===== src/rtl/uncrop_filter.sv =====
// rtl/uncrop_filter.sv - re-embeds a patch pixel stream into a full FILL_VALUE frame; macro UNCROP_TLAST_EN adds TLAST ports
module uncrop_filter #(
  parameter int PIXEL_BIT_WIDTH  = 16,
  parameter int IN_ROWS          = 100,
  parameter int IN_COLS          = 160,
  parameter int OUT_ROWS         = 48,
  parameter int OUT_COLS         = 48,
  parameter int IMG_ROW_BITWIDTH = 10,
  parameter int IMG_COL_BITWIDTH = 10,
  parameter logic [PIXEL_BIT_WIDTH-1:0] FILL_VALUE = '0
) (
  input  logic                        clk,
  input  logic                        reset,
  input  logic [PIXEL_BIT_WIDTH-1:0]  pixel_in_TDATA,
  input  logic                        pixel_in_TVALID,
  output logic                        pixel_in_TREADY,
`ifdef UNCROP_TLAST_EN
  input  logic                        pixel_in_TLAST,
`endif
  input  logic [IMG_ROW_BITWIDTH-1:0] crop_Y1_TDATA,
  input  logic                        crop_Y1_TVALID,
  output logic                        crop_Y1_TREADY,
  input  logic [IMG_COL_BITWIDTH-1:0] crop_X1_TDATA,
  input  logic                        crop_X1_TVALID,
  output logic                        crop_X1_TREADY,
  output logic [PIXEL_BIT_WIDTH-1:0]  pixel_out_TDATA,
  output logic                        pixel_out_TVALID,
`ifdef UNCROP_TLAST_EN
  output logic                        pixel_out_TLAST,
  output logic                        err_tlast,
`endif
  input  logic                        pixel_out_TREADY
);

  localparam int RW = IMG_ROW_BITWIDTH;
  localparam int CW = IMG_COL_BITWIDTH;

  localparam logic [1:0] S_IDLE   = 2'd0;
  localparam logic [1:0] S_STREAM = 2'd1;
  localparam logic [1:0] S_DONE   = 2'd2;

  // Largest origins that still keep the whole patch inside the frame
  localparam logic [RW-1:0] Y1_MAX  = RW'(IN_ROWS - OUT_ROWS);
  localparam logic [CW-1:0] X1_MAX  = CW'(IN_COLS - OUT_COLS);
  localparam logic [RW-1:0] R_LAST  = RW'(IN_ROWS - 1);
  localparam logic [CW-1:0] C_LAST  = CW'(IN_COLS - 1);
  localparam logic [RW:0]   PATCH_R = (RW+1)'(OUT_ROWS);
  localparam logic [CW:0]   PATCH_C = (CW+1)'(OUT_COLS);

  logic [1:0]    state;
  logic [RW-1:0] row;
  logic [CW-1:0] col;
  logic [RW-1:0] y1;
  logic [CW-1:0] x1;
  logic          y_cap;
  logic          x_cap;

  logic [RW:0]   y_end;
  logic [CW:0]   x_end;
  logic          in_win;
  logic          load_ok;
  logic          y_hs;
  logic          x_hs;
  logic          advance;
  logic          at_end;

  // Window decode, handshake readies and the "emit one beat now" decision
  always_comb begin
    y_end   = {1'b0, y1} + PATCH_R;
    x_end   = {1'b0, x1} + PATCH_C;
    in_win  = (row >= y1) && ({1'b0, row} < y_end) &&
              (col >= x1) && ({1'b0, col} < x_end);
    load_ok = !pixel_out_TVALID || pixel_out_TREADY;
    at_end  = (row == R_LAST) && (col == C_LAST);

    crop_Y1_TREADY  = !reset && (state == S_IDLE) && !y_cap;
    crop_X1_TREADY  = !reset && (state == S_IDLE) && !x_cap;
    pixel_in_TREADY = !reset && (state == S_STREAM) && in_win && load_ok;

    y_hs    = crop_Y1_TVALID && crop_Y1_TREADY;
    x_hs    = crop_X1_TVALID && crop_X1_TREADY;
    advance = (state == S_STREAM) && load_ok && (in_win ? pixel_in_TVALID : 1'b1);
  end

  // Origin capture, raster walk and frame sequencing
  always_ff @(posedge clk or posedge reset) begin
    if (reset) begin
      state <= S_IDLE;
      row   <= '0;
      col   <= '0;
      y1    <= '0;
      x1    <= '0;
      y_cap <= 1'b0;
      x_cap <= 1'b0;
    end else begin
      case (state)
        S_IDLE: begin
          if (y_hs) begin
            y1    <= (crop_Y1_TDATA > Y1_MAX) ? Y1_MAX : crop_Y1_TDATA;
            y_cap <= 1'b1;
          end
          if (x_hs) begin
            x1    <= (crop_X1_TDATA > X1_MAX) ? X1_MAX : crop_X1_TDATA;
            x_cap <= 1'b1;
          end
          if ((y_cap || y_hs) && (x_cap || x_hs)) begin
            state <= S_STREAM;
          end
        end
        S_STREAM: begin
          if (advance) begin
            if (at_end) begin
              state <= S_DONE;
            end else if (col == C_LAST) begin
              col <= '0;
              row <= row + 1'b1;
            end else begin
              col <= col + 1'b1;
            end
          end
        end
        S_DONE: begin
          // Leave only once the last beat has drained, so a new origin cannot race it
          if (load_ok) begin
            y_cap <= 1'b0;
            x_cap <= 1'b0;
            row   <= '0;
            col   <= '0;
            state <= S_IDLE;
          end
        end
        default: state <= S_IDLE;
      endcase
    end
  end

  // Output register: patch pixel inside the window, fill value outside
  always_ff @(posedge clk or posedge reset) begin
    if (reset) begin
      pixel_out_TVALID <= 1'b0;
      pixel_out_TDATA  <= '0;
    end else if (advance) begin
      pixel_out_TDATA  <= in_win ? pixel_in_TDATA : FILL_VALUE;
      pixel_out_TVALID <= 1'b1;
    end else if (load_ok) begin
      pixel_out_TVALID <= 1'b0;
    end
  end

`ifdef UNCROP_TLAST_EN
  logic last_patch;

  // Final patch position is the bottom-right corner of the window
  always_comb begin
    last_patch = ({1'b0, row} == (y_end - 1'b1)) && ({1'b0, col} == (x_end - 1'b1));
  end

  // TLAST travels with the frame's final beat
  always_ff @(posedge clk or posedge reset) begin
    if (reset) begin
      pixel_out_TLAST <= 1'b0;
    end else if (advance) begin
      pixel_out_TLAST <= at_end;
    end
  end

  // Sticky flag when the patch source does not mark its final beat
  always_ff @(posedge clk or posedge reset) begin
    if (reset) begin
      err_tlast <= 1'b0;
    end else if (pixel_in_TVALID && pixel_in_TREADY && last_patch && !pixel_in_TLAST) begin
      err_tlast <= 1'b1;
    end
  end
`endif

endmodule


===== config.mk =====
export PLATFORM = sky130hd
export DESIGN_NAME = uncrop_filter
export DESIGN_NICKNAME = d
export VERILOG_FILES = /design/src/rtl/uncrop_filter.sv
export SDC_FILE = /design/constraint.sdc
export NUM_CORES = 1
export LEC_CHECK = 0
export BUFFER_PORTS_ARGS = -buffer_cell sky130_fd_sc_hd__buf_2
export CORE_ASPECT_RATIO = 0.5
export CORE_UTILIZATION = 30
export DETAILED_ROUTE_END_ITERATION = 10
export GPL_TIMING_DRIVEN = 0
export PLACE_DENSITY = 0.55
export SYNTH_ARGS = -nofsm -noshare
export SYNTH_HDL_FRONTEND = slang
export SYNTH_SLANG_ARGS = --single-unit

===== constraint.sdc =====
create_clock -name clk -period 4.3 [get_ports clk]
set_clock_uncertainty 0.15 [all_clocks]
set_input_delay 0.215 -clock clk [delete_from_list [all_inputs] [get_ports clk]]
set_output_delay 0.215 -clock clk [all_outputs]
set_load 0.005 [all_outputs]

==> results of run 1 <==
==> power by group <==
| group | total, uW | leakage (uW) | internal (uW) | switching, uW |
|---|---|---|---|---|
| Clock | 866 | 0.000176 | 613 | 253 |
| Sequential | 786 | 0.000763 | 667 | 119 |
| Combinational | 699 | 0.00141 | 331 | 368 |
| Total | 2350 | 0.00235 | 1610 | 740 |
==> cells by family (layout without fill, tap and decap cells) <==
logic type               count (synthesis)  in the layout  synth area share [%]
adder cells (fa/ha/maj)                 36             36                  12.1
multiplexers                             4              4                  1.07
AO/OA/AOI/OAI                          111            111                  22.0
XOR/XNOR                                 8              8                  1.88
buffers and inverters                   45            149                  5.20
flip-flops                              61             61                  41.0
AND/OR/NAND/NOR                        118            118                  16.8
==> final timing paths <==
kind	start	endpoint	cells after the start
hold reg to reg	pixel_out_TDATA[3]$_DFFE_PP0P_	pixel_out_TDATA[3]$_DFFE_PP0P_	1
hold / removal	crop_X1_TDATA[5]	x1[5]$_DFFE_PP0P_	3
min in group asynchronous	reset	y_cap$_DFFE_PP0P_	3
max in group asynchronous	reset	row[6]$_DFFE_PP0P_	4
setup reg to reg	y1[4]$_DFFE_PP0P_	col[5]$_DFFE_PP0P_	14
setup / recovery	y1[4]$_DFFE_PP0P_	col[5]$_DFFE_PP0P_	14
==> stage by stage <==
step                area [um2]  worst slack [ns]  hold slack, ns
CTS                       4880             0.469         0.00393
global placement          4240             0.510           0.289
finish                    4880             0.488          0.0114
detailed placement        4260             0.492           0.230
floorplan                 3730             0.908           0.150
global route              4880             0.213          0.0394
==> worst max-delay path, stage by stage, from the launching register on <==
cell and delay, ns:
dfrtp_1 0.40, inv_1 0.10, ha_1 0.23, or3_4 0.35, xnor2_1 0.13, ha_1 0.29
a21o_1 0.19, a21oi_1 0.14, o22ai_1 0.09, or4_1 0.53, buf_2 0.18, o31ai_4 0.40
buf_4 0.26, nand4b_1 0.12, o221ai_1 0.10
==> state kept, by name, summed over array words and instances (netlist names) <==
signal / flops
y_cap: 1
row: 10
state: 2
x_cap: 1
pixel_out_TDATA: 16
y1: 10
x1: 10
col: 10
pixel_out_TVALID: 1
==> layer usage <==
layer,track usage [%],part of all wire (%),vias to the layer above
li1,-,-,1639
met1,22.4,53,1533
met2,23.5,42,60
met4,5.00,1.1,0
met5,0,0,-
met3,4.24,4.2,7
==> area by class of cell <==
cell class                 count  area, um2  share of cell area, %
buffer                        11       66.3                   1.36
clock buffer                  13        270                   5.54
multi-input combinational    277       2010                   41.1
timing repair buffer          88        586                   12.0
clock inverter                 3       90.1                   1.85
inverter                      34        128                   2.62
tap                          165        206                   4.23
sequential                    61       1530                   31.3
==> cells in the final DEF, fill, tap and decap left out, types with 3 or more instances in the layout <==
cell type,n
mux2i_1,4
clkbuf_8,3
or4_1,6
bufinv_16,3
o21ai_0,15
clkbuf_1,6
o21ai_1,3
xnor2_1,6
o21a_1,3
nor3_1,9
inv_1,32
a2bb2oi_1,5
or3_1,4
dlygate4sd3_1,26
a21o_1,9
nand2b_1,5
o31ai_1,3
nor3_2,3
a21oi_1,20
o31a_1,4
clkbuf_16,9
nor4_1,8
nand3_1,15
nor2_1,22
nand2_1,28
dfrtp_1,61
buf_2,63
and3_1,4
ha_1,36
a22o_1,22
nand4_1,4
==> timing repair <==
action,4_1_cts,5_1_grt
gates resized for setup,0,0
hold buffers,26,0
endpoints found under the hold margin,56,0
==> impl_metrics.yaml, run 1 <==
sta:
  grt_setup_unrepaired: "false"
  fin_crit_sh_pct: 88.6
  clock.fmax_ghz: 0.262
  fin_setup_tns_ns: 0
  hold_viol: 0
  tightest_slew_ns: 0.849
  slew_headroom_pct: 42.9
  finalMaxSlewViolations: 0
  period_needed_ns: 3.81
  setup_viol_count_final: 0
cts:
  insertion_delay_ns: 0.33
  cts_setup_buffers: 0
  clk_pin_slew_ns: 0.05
  cts_sinks: 61
  cts_made_buffers: 9
  cts_root_buf: "clkbuf_16"
  cts_tree: "done"
  cts_max_level: 3
  clockBufferDepth: 2
synthesis:
  ys_seq_area_share_pct: 41.0
  yosysWarningCount: 0
  ys_ff_latch: 61
  synth_largest_area_cell: "dfrtp_1"
  synth-edff-count: 0
  syn_inst: 383
  synth_nets: 461
  synth.top_cell.area_share_pct: 41.0
  synthesis.area_um2: 3730
  synth.distinct_cells: 58
  synth_most_common_cell: "dfrtp_1"
  synth_common_cells: "dfrtp_1 (61), ha_1 (36), inv_1 (33), nand2_1 (28)"
  synth_area_per_cell_um2: 9.73
  async_flop_share_pct: 100
  synth_ff_type: "dfrtp_1"
  synth.top_cells.by_area: "dfrtp_1 (41%), ha_1 (12%), a22o_1 (5.2%)"
route:
  vias: 3239
  detail_route.wl_per_cell_um: 14.2
  wl_mm: 9.24
  via_per_inst: 4.97
  drtIter0Drc: 169
  drt_first_pass_iters: 6
  drc: 0
  antenna_left: 0
setup_path:
  worstPathArrival_ns: 3.85
  required_ns: 4.34
  crit_path_start_kind: "flip-flop"
  critical_path_class: "reg -> reg"
  path_max_fanout: 10
  reg2reg_slack_ns: 0.49
  crit_path_end_kind: "flip-flop"
grt:
  overflow: 0
  antenna_found_initial: 0
  grt_max_degree: 34
  grt_usage_pct: 15.8
  grt_pass1_wl_mm: 15.9
  grt_pass1_vias: 3108
die:
  start_util_pct: 31.2
  core_area_um2: 11900
  num_io_pins: 62
  die_y_um: 80.8
  num_rows: 28
  die_w_um: 160
  die_area_um2: 12900
power:
  p_per_area_nw_per_um2: 482
  leakage_uw: 0.00235
  ir_drop_mv: 0.221
  p_total_uw: 2350
finish:
  finalNonFillerCells: 652
  area_growth_pct: 30.9
  fill_cells: 1190
  drive_gt1_share_pct: 19.1
  fin_util_pct: 40.8
  fin_nets: 560
  antennaDiodeCount: 0
placement:
  post-dp-hpwl_mm: 6.83
  gp_congestion: 0.783
  io_buffers: 61
  dp_cells: 610
flow_run:
  max_cap_violations: 0
status:
  outcome: "completed"
worst_hold_path:
  min_path_type: "in -> reg"
Power figures use the tool's default switching activity.
==> inputs of run 2 (changes only) <==
--- a/config.mk
+++ b/config.mk
@@ -6,11 +6,14 @@
 export NUM_CORES = 1
 export LEC_CHECK = 0
 export BUFFER_PORTS_ARGS = -buffer_cell sky130_fd_sc_hd__buf_2
+export CELL_PAD_IN_SITES_DETAIL_PLACEMENT = 1
+export CELL_PAD_IN_SITES_GLOBAL_PLACEMENT = 2
 export CORE_ASPECT_RATIO = 0.5
 export CORE_UTILIZATION = 30
 export DETAILED_ROUTE_END_ITERATION = 10
 export GPL_TIMING_DRIVEN = 0
-export PLACE_DENSITY = 0.55
+export PLACE_DENSITY = 0.69
+export SLEW_MARGIN = 20
 export SYNTH_ARGS = -nofsm -noshare
 export SYNTH_HDL_FRONTEND = slang
 export SYNTH_SLANG_ARGS = --single-unit
==> run 2 against run 1 <==
Setup slack improved by 0.0092 ns. Sequential power rose by 0.6%. Die area did not move. Sequential share of layout area rose by 0.15 points. Total power fell by 3.4%. Flip-flop and latch count did not move. Critical path depth did not move. Maximum frequency rose by 0.24%. Core utilization fell by 0.20 points. Hold slack got worse by 0.0039 ns. Cell count rose by 0.31%. Critical path type unchanged.
==> impl_metrics.yaml, run 2 (synthesis gave the netlist of run 1 again) <==
status:
  outcome: "completed"
sta:
  hold_ws_ns: 0.00751
  hold_viol: 0
  period_needed_ns: 3.80
  finalMaxSlewViolations: 0
  setup_viol_count_final: 0
  tightest_slew_ns: 0.866
  fin_setup_tns_ns: 0
  grt_setup_unrepaired: "false"
  clock.fmax_ghz: 0.263
  fin_crit_sh_pct: 88.4
  slew_headroom_pct: 41.7
setup_path:
  crit_family: "simple AND/OR/NAND/NOR gates"
  crit_path_start_kind: "flip-flop"
  critical_path_class: "reg -> reg"
  crit_buf_inv: 3
  crit_path_end_kind: "flip-flop"
  cp_common_cell: "ha_1"
  slowest_stage: "or4_1"
  path_cells: "inv_1 > ha_1 > or3_4 > xnor2_1 > ha_1 > a21o_1 > a21oi_1 > o22ai_1 > or4_1 > buf_2 > o31ai_4 > buf_4 > nand4b_1 > o221ai_1"
  worstPathArrival_ns: 3.86
  max_stage_delay_ns: 0.51
  required_ns: 4.35
  path_max_fanout: 10
route:
  detail_route.wl_per_cell_um: 16.4
  drt_first_pass_iters: 4
  wl_mm: 10.7
  vias: 3328
  drtIter0Drc: 77
  antenna_left: 0
  via_per_inst: 5.09
  drc: 0
placement:
  dp_cells: 610
  post-dp-hpwl_mm: 7.86
  io_buffers: 61
  gp_congestion: 0.748
finish:
  drive_gt1_share_pct: 19.2
  fin_nets: 562
  antennaDiodeCount: 0
  final_cell_mix: "buf_2 (63), dfrtp_1 (61), ha_1 (36)"
  multiInputGateArea_um2: 2010
  regMostFlops: "pixel_out_TDATA"
  final-seq-area_um2: 1530
  fill_cells: 1365
  area_growth_pct: 30.3
  layout.cells.most_common: "buf_2"
  fin_util_pct: 40.6
  largest_reg_flops: 16
  finalNonFillerCells: 654
grt:
  grt_usage_pct: 18.7
  grt_pass1_vias: 3570
  overflow: 0
  antenna_found_initial: 0
  grt_max_degree: 46
  grt_pass1_wl_mm: 18.5
power:
  power_frac_clock_pct: 33.4
  leakage_uw: 0.00233
  ir_drop_mv: 0.152
  p_comb_share_pct: 31.8
  p_int_uw: 1460
  p_total_uw: 2270
  switching_power_uw: 814
  p_per_area_nw_per_um2: 468
  seqPwrFrac_pct: 34.8
  sw_frac_of_total_pct: 35.8
die:
  core_area_um2: 11900
  die_w_um: 160
  die_y_um: 80.8
  num_rows: 28
  num_io_pins: 62
  die_area_um2: 12900
  start_util_pct: 31.2
cts:
  clockBufferDepth: 2
  cts_made_buffers: 9
  ctsResizeCount: 0
  cts_sinks: 61
  cts_root_buf: "clkbuf_16"
  cts_max_level: 3
  insertion_delay_ns: 0.35
  cts_tree: "done"
  clk_pin_slew_ns: 0.06
worst_hold_path:
  min_path_type: "in -> reg"
flow_run:
  max_cap_violations: 0
## run 2: what timing repair did
action                    4_1_cts  5_1_grt
hold endpoints to repair       46        0
hold buffers                   28        0
buffers inserted                0        0
## run 2: layout make-up
class,count,area share [%]
plain buffers,11,1.37
clock buffers,9,4.64
clock inverters,7,1.68
inverters,34,2.68
multi-input cells,277,41.3
flip-flops and latches,61,31.4
well taps,165,4.25
repair buffers,90,12.6
## run 2: per-layer routing
| metal | up-vias | wire (um) | global-route usage (%) | part of all wire [%] |
|---|---|---|---|---|
| met4 | 0 | 97 | 5.48 | 0.91 |
| li1 | 1629 | - | - | - |
| met5 | - | 0 | 0 | 0 |
| met2 | 48 | 4790 | 30.3 | 45 |
| met3 | 11 | 365 | 4.39 | 3.4 |
| met1 | 1640 | 5450 | 25.0 | 51 |
## run 2: final timing paths
kind | start | endpoint | slack, ns | cells past startpoint
min reg2reg | pixel_out_TDATA[9]$_DFFE_PP0P_ | pixel_out_TDATA[9]$_DFFE_PP0P_ | 0.35 | 1
max in group asynchronous | reset | pixel_out_TDATA[1]$_DFFE_PP0P_ | 3.26 | 4
min in group asynchronous | reset | x1[6]$_DFFE_PP0P_ | 0.23 | 3
max | y1[4]$_DFFE_PP0P_ | col[5]$_DFFE_PP0P_ | 0.50 | 14
min | crop_X1_TDATA[5] | x1[5]$_DFFE_PP0P_ | 0.008 | 3
max reg2reg | y1[4]$_DFFE_PP0P_ | col[5]$_DFFE_PP0P_ | 0.50 | 14
## run 2: power by group through the flow
stage                     Sequential (uW)  Clock [uW]  Combinational, uW
after global routing                  810         808                840
after global placement                801           0                687
after detailed placement              801           0                710
final                                 791         759                722
after CTS                             792         779                733
after floorplan                       757           0                525
## run 2: worst reg2reg max path, cell delays in order (launching register included)
cell and delay [ns]:
dfrtp_1 0.39, inv_1 0.10, ha_1 0.22, or3_4 0.35
xnor2_1 0.14, ha_1 0.29, a21o_1 0.18, a21oi_1 0.14
o22ai_1 0.09, or4_1 0.51, buf_2 0.19, o31ai_4 0.41
buf_4 0.28, nand4b_1 0.13, o221ai_1 0.11
## run 2: through the flow
stage / worst slack [ns] / area (um2)
2_1_floorplan: 0.908 / 3730
3_3_place_gp: 0.435 / 4240
3_5_place_dp: 0.452 / 4270
4_1_cts: 0.421 / 4850
5_1_grt: 0.204 / 4850
6_report: 0.498 / 4850
==> inputs of run 3 (changes only) <==
--- a/config.mk
+++ b/config.mk
@@ -13,6 +13,8 @@
 export DETAILED_ROUTE_END_ITERATION = 10
 export GPL_TIMING_DRIVEN = 0
 export PLACE_DENSITY = 0.69
+export RECOVER_POWER = 50
+export SETUP_SLACK_MARGIN = 0.1
 export SLEW_MARGIN = 20
 export SYNTH_ARGS = -nofsm -noshare
 export SYNTH_HDL_FRONTEND = slang
==> run 3 against run 2 <==
Highest routed layer unchanged. Critical endpoint unchanged. Sequential share of layout area up 0.057 points. Cell count stayed put. Final area down 0.18%. Total power hardly changed. Non-clock buffer count is the same. Largest cell class unchanged. Maximum frequency barely moved.
==> impl_metrics.yaml, run 3 (synthesis gave the netlist of run 1 again) <==
cts:
  insertion_delay_ns: 0.35
  cts_sinks: 61
  cts_max_level: 3
  cts_root_buf: "clkbuf_16"
  ctsResizeCount: 0
  clockBufferDepth: 2
  cts_tree: "done"
  clk_pin_slew_ns: 0.06
  cts_made_buffers: 9
grt:
  overflow: 0
  grt_max_degree: 46
  grt_usage_pct: 18.7
  grt_pass1_wl_mm: 18.5
  antenna_found_initial: 0
  grt_pass1_vias: 3570
power:
  p_int_uw: 1460
  ir_drop_mv: 0.151
  leakage_uw: 0.00230
  p_comb_share_pct: 31.8
  power_frac_clock_pct: 33.4
  sw_frac_of_total_pct: 35.8
  seqPwrFrac_pct: 34.8
  p_per_area_nw_per_um2: 469
  p_total_uw: 2270
  switching_power_uw: 814
setup_path:
  path_cells: "inv_1 > ha_1 > or3_4 > xnor2_1 > ha_1 > a21o_1 > a21oi_1 > o22ai_1 > or4_1 > buf_2 > o31ai_4 > buf_4 > nand4b_1 > o221ai_1"
  cp_common_cell: "ha_1"
  crit_path_start_kind: "flip-flop"
  critical_path_class: "reg -> reg"
  slowest_stage: "or4_1"
  crit_family: "simple AND/OR/NAND/NOR gates"
  reg2reg_slack_ns: 0.50
  crit_path_end_kind: "flip-flop"
  path_max_fanout: 10
  max_stage_delay_ns: 0.51
  worstPathArrival_ns: 3.85
  required_ns: 4.35
  crit_buf_inv: 3
sta:
  finalMaxSlewViolations: 0
  clock.fmax_ghz: 0.263
  period_needed_ns: 3.80
  hold_viol: 0
  grt_setup_unrepaired: "false"
  setup_viol_count_final: 0
  tightest_slew_ns: 0.954
  slew_headroom_pct: 36.1
  fin_crit_sh_pct: 88.4
  fin_setup_tns_ns: 0
placement:
  post-dp-hpwl_mm: 7.86
  gp_congestion: 0.748
  io_buffers: 61
finish:
  final-seq-area_um2: 1530
  layout.cells.most_common: "dfrtp_1"
  fin_nets: 562
  largest_reg_flops: 16
  final_cell_mix: "dfrtp_1 (61), buf_2 (57), ha_1 (36)"
  antennaDiodeCount: 0
  fill_cells: 1369
  regMostFlops: "pixel_out_TDATA"
  multiInputGateArea_um2: 2010
  area_growth_pct: 30.1
  drive_gt1_share_pct: 18.0
route:
  drc: 0
  drtIter0Drc: 66
  dr_wl_met2_mm: 4.77
  vias: 3328
  drt_first_pass_iters: 4
  antenna_left: 0
  wl_met3_um: 426
  highest_layer: "met4"
  detail_route.wl_per_cell_um: 16.4
  wl_mm: 10.7
  via_per_inst: 5.09
  wirelength_met1_mm: 5.43
status:
  outcome: "completed"
die:
  start_util_pct: 31.2
  num_rows: 28
  core_area_um2: 11900
  die_area_um2: 12900
  num_io_pins: 62
  die_y_um: 80.8
  die_w_um: 160
flow_run:
  max_cap_violations: 0
worst_hold_path:
  min_path_type: "in -> reg"
## run 3: power by group through the flow
stage	clock network, uW	logic [uW]	registers, uW
2_1_floorplan	0	525	757
3_3_place_gp	0	687	801
3_5_place_dp	0	710	801
4_1_cts	779	733	792
5_1_grt	808	839	810
6_report	759	721	791
## run 3: repair_timing
item                                   in CTS  in global routing
hold buffers                               28                  0
endpoints found under the hold margin      46                  0
setup endpoints to repair                   0                  0
buffers inserted                            0                  0
## run 3: final timing paths
check	start	end	depth (start not counted)
max in group asynchronous	reset	pixel_out_TDATA[1]$_DFFE_PP0P_	4
hold / removal	crop_X1_TDATA[5]	x1[5]$_DFFE_PP0P_	3
setup / recovery	y1[4]$_DFFE_PP0P_	col[5]$_DFFE_PP0P_	14
hold reg to reg	pixel_out_TDATA[9]$_DFFE_PP0P_	pixel_out_TDATA[9]$_DFFE_PP0P_	1
min in group asynchronous	reset	x1[6]$_DFFE_PP0P_	3
setup reg to reg	y1[4]$_DFFE_PP0P_	col[5]$_DFFE_PP0P_	14
## run 3: area by class of cell
type | count | area share [%]
Multi-Input combinational cell | 277 | 41.4
Sequential cell | 61 | 31.5
Timing Repair Buffer | 90 | 12.5
Clock buffer | 9 | 4.65
Tap cell | 165 | 4.26
Inverter | 34 | 2.66
Clock inverter | 7 | 1.68
Buffer | 11 | 1.37
## run 3: tightest hold or removal path: stages
cell     delay, ns
buf_2         0.09
nor3_1        0.05
a21oi_1       0.10
## run 3: metal layers
layer,track usage [%],up-vias
met5,0,-
met4,5.48,0
met3,4.39,11
met1,25.0,1629
met2,30.3,60
li1,-,1628
## run 3: per-stage QoR
stage / worst slack, ns / hold slack (ns) / std cells / util [%] / instance area (um2)
floorplan: 0.908 / 0.150 / 383 / - / 3730
global placement: 0.435 / 0.288 / 609 / 35.5 / 4240
detailed placement: 0.452 / 0.0595 / 610 / 35.7 / 4270
CTS: 0.421 / 0.0108 / 654 / 40.6 / 4850
global route: 0.204 / 0.0518 / 654 / 40.6 / 4850
finish: 0.500 / 0.00715 / 654 / 40.6 / 4850
